$ cat config.mk
export PLATFORM = sky130hd
export DESIGN_NAME = fifo_rd_ctrl
export DESIGN_NICKNAME = d
export VERILOG_FILES = /design/src/rtl/fifo_pkg.sv /design/src/rtl/fifo_ptr_sync.sv /design/src/rtl/fifo_rd_ctrl.sv
export SDC_FILE = /design/constraint.sdc
export NUM_CORES = 1
export LEC_CHECK = 0
export CAP_MARGIN = 20
export CORE_MARGIN = 2
export CORE_UTILIZATION = 40
export CTS_CLUSTER_DIAMETER = 60
export CTS_CLUSTER_SIZE = 28
export DETAILED_ROUTE_END_ITERATION = 6
export GPL_ROUTABILITY_DRIVEN = 0
export PLACE_DENSITY = 0.8
export SLEW_MARGIN = 0
export SYNTH_ARGS = -nofsm -noshare
export SYNTH_HDL_FRONTEND = slang
export SYNTH_SLANG_ARGS = --single-unit
$ cat constraint.sdc
create_clock -name rclk -period 2.5 [get_ports rclk]
set_input_delay 0.375 -clock rclk [delete_from_list [all_inputs] [get_ports rclk]]
set_output_delay 0.375 -clock rclk [all_outputs]
set_load 0.005 [all_outputs]
$ cat src/rtl/fifo_pkg.sv
// Shared definitions for the asynchronous FIFO: default geometry and the
// Gray/binary pointer conversions used by both clock domains.
package fifo_pkg;

  localparam int DEF_ADDR_W = 3;
  localparam int DEF_DATA_W = 8;

  // Widest pointer the conversion helpers handle; callers zero-extend
  // narrower pointers and truncate the result back to their own width.
  localparam int PTR_MAX_W = 16;

  typedef logic [PTR_MAX_W-1:0] ptr_word_t;

  function automatic ptr_word_t bin2gray(input ptr_word_t b);
    return b ^ (b >> 1);
  endfunction

  // Zero upper bits stay zero through the prefix XOR, so zero-extended
  // narrow pointers convert correctly.
  function automatic ptr_word_t gray2bin(input ptr_word_t g);
    ptr_word_t b;
    b[PTR_MAX_W-1] = g[PTR_MAX_W-1];
    for (int i = PTR_MAX_W - 2; i >= 0; i--) begin
      b[i] = b[i+1] ^ g[i];
    end
    return b;
  endfunction

endpackage

$ cat src/rtl/fifo_ptr_sync.sv
// Two-flop synchronizer for a Gray-coded pointer crossing into the local
// clock domain. Shared by the read and write sides of the FIFO.
module fifo_ptr_sync #(
  parameter int WIDTH = 4
) (
  input  logic             rclk,
  input  logic             rrst,
  input  logic [WIDTH-1:0] d,
  output logic [WIDTH-1:0] q
);

  logic [WIDTH-1:0] sync_p0;

  // First flop may go metastable; second flop gives it a cycle to settle.
  always_ff @(posedge rclk or posedge rrst) begin
    if (rrst) begin
      sync_p0 <= '0;
      q       <= '0;
    end else begin
      sync_p0 <= d;
      q       <= sync_p0;
    end
  end

endmodule

$ cat src/rtl/fifo_rd_ctrl.sv
// Read-side controller of an asynchronous FIFO: synchronizes the write
// pointer, generates the memory read address and Gray read pointer, keeps
// the registered empty flag and fill level, and presents popped words in a
// single output register with a valid/ready handshake.
module fifo_rd_ctrl
  import fifo_pkg::*;
#(
  parameter int ADDR_W = DEF_ADDR_W,
  parameter int DATA_W = DEF_DATA_W
) (
  input  logic              rclk,
  input  logic              rrst,
  input  logic [ADDR_W:0]   wptr,
  input  logic [DATA_W-1:0] rdata_mem,
  output logic [ADDR_W-1:0] raddr,
  output logic [ADDR_W:0]   rptr,
  output logic              rempty,
  output logic [DATA_W-1:0] rd_data,
  output logic              rd_valid,
  input  logic              rd_ready,
  output logic [ADDR_W:0]   rlevel
);

  localparam int PTR_W = ADDR_W + 1;

  logic [PTR_W-1:0] rq2_wptr;
  logic [PTR_W-1:0] rptr_bin;
  logic [PTR_W-1:0] rbin_next;
  logic [PTR_W-1:0] rgray_next;
  logic [PTR_W-1:0] wbin_sync;
  logic             pop;

  // The synchronizer is the only consumer of the foreign-domain pointer.
  fifo_ptr_sync #(
    .WIDTH (PTR_W)
  ) u_wptr_sync (
    .rclk (rclk),
    .rrst (rrst),
    .d    (wptr),
    .q    (rq2_wptr)
  );

  // A word leaves memory whenever one exists and the output register is
  // free or being emptied in the same cycle.
  assign pop        = !rempty && (!rd_valid || rd_ready);
  assign rbin_next  = rptr_bin + PTR_W'(pop);
  assign rgray_next = PTR_W'(bin2gray(PTR_MAX_W'(rbin_next)));
  assign wbin_sync  = PTR_W'(gray2bin(PTR_MAX_W'(rq2_wptr)));
  assign raddr      = rptr_bin[ADDR_W-1:0];

  // Pointer, empty flag and level all look at the post-pop pointer so the
  // flag is already correct in the cycle after the last word is taken.
  always_ff @(posedge rclk or posedge rrst) begin
    if (rrst) begin
      rptr_bin <= '0;
      rptr     <= '0;
      rempty   <= 1'b1;
      rlevel   <= '0;
    end else begin
      rptr_bin <= rbin_next;
      rptr     <= rgray_next;
      rempty   <= (rgray_next == rq2_wptr);
      rlevel   <= wbin_sync - rbin_next;
    end
  end

  // Output register: load on pop (including when the held word is accepted
  // in the same cycle), drop valid when accepted with nothing to replace it,
  // otherwise hold.
  always_ff @(posedge rclk or posedge rrst) begin
    if (rrst) begin
      rd_data  <= '0;
      rd_valid <= 1'b0;
    end else if (pop) begin
      rd_data  <= rdata_mem;
      rd_valid <= 1'b1;
    end else if (rd_valid && rd_ready) begin
      rd_valid <= 1'b0;
    end
  end

endmodule

# [Word level (Yosys, flattened, before mapping)]
# Cells that the tools add are included.
[word_totals] register_bits=30 latchBits=0 ram_bits=0 mem_bits_ro=0 out_inout_bits=21 memories=0
[op_classes] add_sub_neg=2 mul=0 n_div=0 n_lt_le_gt_ge=0 eq_ne=1 n_shift=0 n_mux=2 bitwise=4 reduce_logical=6
[op_table] cell="adder 4 x 1 -> 4 bit" count=1
[op_table] cell="== test 4 bit" count=1
[op_table] cell="subtractor 4 bit" count=1
[op_table] cell="bitwise XOR 4 x 3 -> 4 bit" count=1
[op_table] cell="bitwise XOR 1 bit" count=3
[op_table] cell="logical AND 1 bit" count=2
[op_table] cell="logical NOT 1 bit" count=2
[op_table] cell="two-way mux 1 bit" count=2
[op_table] cell="nonzero test 2 bit" count=1
[op_table] cell="logical OR 1 bit" count=1

# [Longest topological paths before layout]
[depth] word_depth=6 mapped_depth=10 mapped_depth_nobuf=9

# [Hierarchy]
# From an unflattened synthesis, not the netlist that was laid out.
[hier_totals] cells_unflattened=84 area_unflattened_um2=1184.9
[by_module_without_submodules] module="fifo_rd_ctrl" n_inst=1 cells_each=75 area_per_inst_um2=980.9 seq_area_each_um2=526.8
[by_module_without_submodules] module="fifo_ptr_sync" n_inst=1 cells_each=9 area_per_inst_um2=203.9 seq_area_each_um2=200.2

# [Worst setup path before layout]
# Ideal clock, no wire load.
[synth_path] kind="register to register" startpoint="reg rd_valid" endpoint="reg rlevel[2]" setup_ns=0.132 arrival_ns=1.961 t_required_ns=2.368 path_slack_ns=0.406 stages_incl_launch_ff=9 path_buffers=1 period_less_slack_ns=2.094 path_cell_list="dfrtp_1 > a21oi_2 > ha_1 > ha_1 > buf_6 > xor2_1 > ha_1 > mux2i_1 > xnor2_1"
[synth_between] elab_chain_cells=5
[synth_rtl] item="from (decl)" line="fifo_rd_ctrl.sv:19" text="output logic rd_valid,"
[synth_rtl] item="from (signal assigned)" line="fifo_rd_ctrl.sv:73" text="rd_valid <= 1'b0;"
[synth_rtl] item="from (signal assigned)" line="fifo_rd_ctrl.sv:76" text="rd_valid <= 1'b1;"
[synth_rtl] item="from (signal assigned)" line="fifo_rd_ctrl.sv:78" text="rd_valid <= 1'b0;"
[synth_rtl] item="logical NOT 1 bit" line="fifo_rd_ctrl.sv:45" text="assign pop = !rempty && (!rd_valid || rd_ready);"
[synth_rtl] item="logical OR 1 bit" line="fifo_rd_ctrl.sv:45"
[synth_rtl] item="logical AND 1 bit" line="fifo_rd_ctrl.sv:45"
[synth_rtl] item="net pop" line="fifo_rd_ctrl.sv:31" text="logic pop;"
[synth_rtl] item="adder 4 x 1 -> 4 bit" line="fifo_rd_ctrl.sv:46" text="assign rbin_next = rptr_bin + PTR_W'(pop);"
[synth_rtl] item="subtractor 4 bit" line="fifo_rd_ctrl.sv:63" text="rlevel <= wbin_sync - rbin_next;"
[synth_rtl] item="to (signal assigned)" line="fifo_rd_ctrl.sv:63"
[synth_rtl] item="to (decl)" line="fifo_rd_ctrl.sv:21" text="output logic [ADDR_W:0] rlevel"
# The timed path passes the listed nets, and every way through them passes these cells.
# A chain may end at the register's enable or synchronous reset.

# [Worst setup path after layout]
[layout_path] startpoint="reg u_wptr_sync.q[3]" endpoint="reg rlevel[2]"
[layout_between] elab_chain_cells=4
[layout_rtl] item="from (decl)" line="fifo_ptr_sync.sv:9" text="output logic [WIDTH-1:0] q"
[layout_rtl] item="from (signal assigned)" line="fifo_ptr_sync.sv:21" text="q <= sync_p0;"
[layout_rtl] item="bitwise XOR 1 bit (*)" line="fifo_pkg.sv:24" text="b[i] = b[i+1] ^ g[i];"
[layout_rtl] item="bitwise XOR 1 bit (2 in a row)" line="fifo_pkg.sv:24"
[layout_rtl] item="subtractor 4 bit (*)" line="fifo_rd_ctrl.sv:63"
# Mark *: on every way between the ends. The rest lies on a longest branch, timed or not.

==> results.md <==
- Measured against its own limit, the worst slew margin works out to 0.568.
- The total nets after synthesis is 105.
- The worst setup path is captured at a register.
- After layout, the minimum clock period comes to 2.18 ns.
- The min-delay analysis places its worst path in the category register to register.
- The number of enable flip-flop cells after synthesis is 0.
- The final layout net count is approximately 150.
- The flow ran to the end, and the final reports show no timing, DRC or antenna violations.
- Yosys attributes the largest share of cell area to dfrtp_1 59%, mux2_2 7.6%, xor2_1 6.6%, ha_1 5.3%, xnor2_1 5.2%.
- The number of gates given a new drive strength after cts is 0.
- For this run, the top clock speed supported by timing is about 0.46 GHz.
- Measured along the y axis, the die boundary spans between 50 and 60 um.
- In this run the count of I/O pins placed on the die edge is 36.
- During synthesis, Yosys emitted a total of 0 warnings.
- TritonCTS built the clock tree.
- From left edge to right edge, the die measures between 50 and 60 um.
- The mapped cell area is between 0.001 and 0.0015 mm2.
- The detailed router finished its first iteration with 22 violations.
- The slew at the pin closest to its max-slew limit is 0.647 ns.
- Across every metal layer, demand over resource in global routing totals 0.152.
- The final layout contains routed wiring with a total length of ~2200 um.
- The number of hold violations in the final report was 0.
- The count of buffers inserted at the top-level ports is 35.
- For this configuration, the core starts out at a cell density of 0.427.
- The count of vias placed by the detailed router is around 790.
- The final number of setup-violating endpoints is 0.
- Before CTS, the worst setup slack after placement is 0.113 ns.
- The net switching fraction of the power is 0.325.
- The peak supply drop is around 730 uV.
- After routing, the total negative slack on setup checks comes to 0 ns.
- At the worst endpoint, the arrival time is roughly 2.4 ns.
- The largest total area in the synthesized netlist belongs to dfrtp_1.
- The sequential share of power is 0.373.
- The category of the critical setup timing path is register to register.
- The first detailed-routing pass ran for 6 iterations.
- After synthesis, the netlist uses 23 different library cells.
- The core region is between 0.002 and 0.003 mm2.
- The final-report max-slew violation count came to 0.
- The clock sink count is 29.
- The final HPWL from detailed placement is between 1500 and 2000 um.
- Buffers added to address setup during post-CTS repair amount to 0.
- In this run the power density over the cells is between 1000 and 1500 mW/mm2.
- After detailed routing, the number of vias per cell comes to roughly 5.0.
- Setup slack closes at 0.318 ns.
- The share of synthesized area in the top cell type comes to 0.590.
- The number of global-route vias before repair is approximately 810.
- The maximum fanout along the worst path is 6.
- Of the cells placed in the final design, the portion with a size suffix greater than 1 is 0.156.
- The synthesized area divided by synthesized cell count is between 10 and 15 um2.
- Across the run, the number of max-cap violations was 0.
- The clock power share is 0.153.
- The sum of overflow across all layers after global routing is 0.
- The most used flip-flop cell after synthesis is dfrtp_1.
- After detailed routing, the average wire length per cell comes to between 10 and 15 um.
- Clock skew on the completed layout was measured at between 0.005 and 0.006 ns.
- Clock latency on the worst-skew pair, taken at its later pin, is roughly 0.33 ns.
- Setup repair after global routing left no endpoint under its margin.
- The number of antenna diodes in the final layout is 0.
- Of the available clock period, the critical path in the final layout requires 0.873.
- Counting the buffers created by CTS gives 5.
- The maximum number of pins on one net before global-route repair is 18.
- After layout, the design draws a total of roughly 0.0018 W.
- The placed instances occupy a cell area of around 0.0016 mm2.
- Synthesis inferred 29 register bits.
- In the routed design, unresolved DRC markers number 0.
- The share of flip-flops with an asynchronous set or reset after synthesis is 1.00.
- The initial antenna violation count is 0.
- The type of origin of the critical path is a register.
- The number of H-tree levels is 2.
- No sink is reached through more buffers than the 2 on the longest clock path.
- The cell-internal power is 0.00124 W.
- The sequential cell area fraction in the yosys report is 0.612.
- The data required time of the worst path is about 2.7 ns.
- The area added between synthesis and finish is 37.9%.
- Counting every instance in the synthesized netlist gives 85.
- The worst reg-to-reg setup slack is ~0.32 ns.
- The first global-routing pass estimated 3600 um of wire.
- In this run the static leakage power is ~0.72 nW.
- The hold buffer count at CTS is 0.
- For this design the total switching power over the nets is ~0.00060 W.
- The finished cells cover 0.00164 mm2.
- The number of placement rows is 19.
- The die footprint is 0.00342 mm2.
- The clock input transition at the sequential cells of the worst setup and hold paths is around 0.080 ns.
- The count of antenna-violating nets left after detailed routing is 0.
- The relative contribution of combinational cells to total power is 0.474.
- The cell at the root of the clock tree is clkbuf_4.
- At the end of the flow the core is filled with cells to 0.589.
## sequential cells by signal (all words and copies together), names as in the netlist
signal	cells
rd_data	8
rlevel	4
rptr	4
u_wptr_sync.q	4
u_wptr_sync.sync_p0	4
rptr_bin	3
rd_valid	1
rempty	1
## cell type report
class | count | area [um2]
clock buffers | 7 | 55.1
flip-flops and latches | 29 | 727
well taps | 31 | 38.8
multi-input cells | 48 | 422
repair buffers | 38 | 373
inverters | 6 | 22.5
fillers | 238 | 1140
## critical path, cell delays in order (launching register included)
cell and delay (ns):
dfrtp_1 0.41, xor2_1 0.43, xnor2_1 0.24, xor2_1 0.19, ha_1 0.23, inv_1 0.06
ha_1 0.19, mux2i_1 0.14, xnor2_1 0.16
## final timing paths
| check | start | depth (start not counted) | endpoint |
|---|---|---|---|
| min reg2reg | u_wptr_sync.sync_p0[0]$_DFF_PP0_ | 0 | u_wptr_sync.q[0]$_DFF_PP0_ |
| min in group asynchronous | rrst | 2 | rd_data[4]$_DFFE_PP0P_ |
| min | u_wptr_sync.sync_p0[0]$_DFF_PP0_ | 0 | u_wptr_sync.q[0]$_DFF_PP0_ |
| max | u_wptr_sync.q[3]$_DFF_PP0_ | 8 | rlevel[2]$_DFF_PP0_ |
| max in group asynchronous | rrst | 3 | rptr[0]$_DFF_PP0_ |
| max reg2reg | u_wptr_sync.q[3]$_DFF_PP0_ | 8 | rlevel[2]$_DFF_PP0_ |
## Yosys cell counts, types with 2 or more instances
| cell | count |
|---|---|
| nand2b_1 | 2 |
| dfrtp_1 | 28 |
| nand3_1 | 2 |
| o21ai_1 | 2 |
| ha_1 | 5 |
| nor2_1 | 2 |
| inv_1 | 6 |
| mux2i_1 | 2 |
| xor2_1 | 9 |
| mux2_2 | 8 |
| xnor2_1 | 7 |
## layer usage
metal	wire length [um]	GRT usage	up-vias
met5	0	0	-
met4	77	0.120	0
met3	134	0.0527	8
met2	1160	0.238	26
met1	812	0.168	391
li1	-	-	364
## placed cells by master, fill, tap and decap left out
master	n
clkdlybuf4s50_1	35
dfrtp_1	28
xor2_1	9
mux2_2	8
xnor2_1	7
inv_1	6
ha_1	5
clkbuf_4	5
buf_4	3
nand3_1	2
mux2i_1	2
o21ai_1	2
nor2_1	2
nand2b_1	2
a21oi_2	1
xor2_2	1
a21boi_0	1
nor3_1	1
and3_1	1
a22oi_1	1
nor4_1	1
a31oi_1	1
o21ai_0	1
clkbuf_8	1
clkbuf_1	1
dfstp_2	1
## stage by stage
stage	instances	hold WS, ns
finish	159	0.360
global placement	152	0.332
CTS	159	0.367
floorplan	85	0.331
global route	159	0.376
detailed placement	152	0.348
## power by group through the flow
stage | sequential (W) | clock [W] | combinational, W
floorplan | 0.000701 | 0 | 0.000518
CTS | 0.000691 | 0.000296 | 0.000889
global placement | 0.000691 | 0 | 0.000856
global route | 0.000704 | 0.000311 | 0.000971
detailed placement | 0.000701 | 0 | 0.000880
finish | 0.000687 | 0.000283 | 0.000873
## cell families after synthesis
logic type               after synthesis  synth area share
AO/OA/AOI/OAI                          7            0.0379
XOR/XNOR                              17             0.132
adder cells (fa/ha/maj)                5            0.0527
buffers and inverters                  8            0.0327
flip-flops                            29             0.612
multiplexers                          10            0.0927
AND/OR/NAND/NOR                        9            0.0400
No activity file was read; power rests on OpenSTA's default activity.
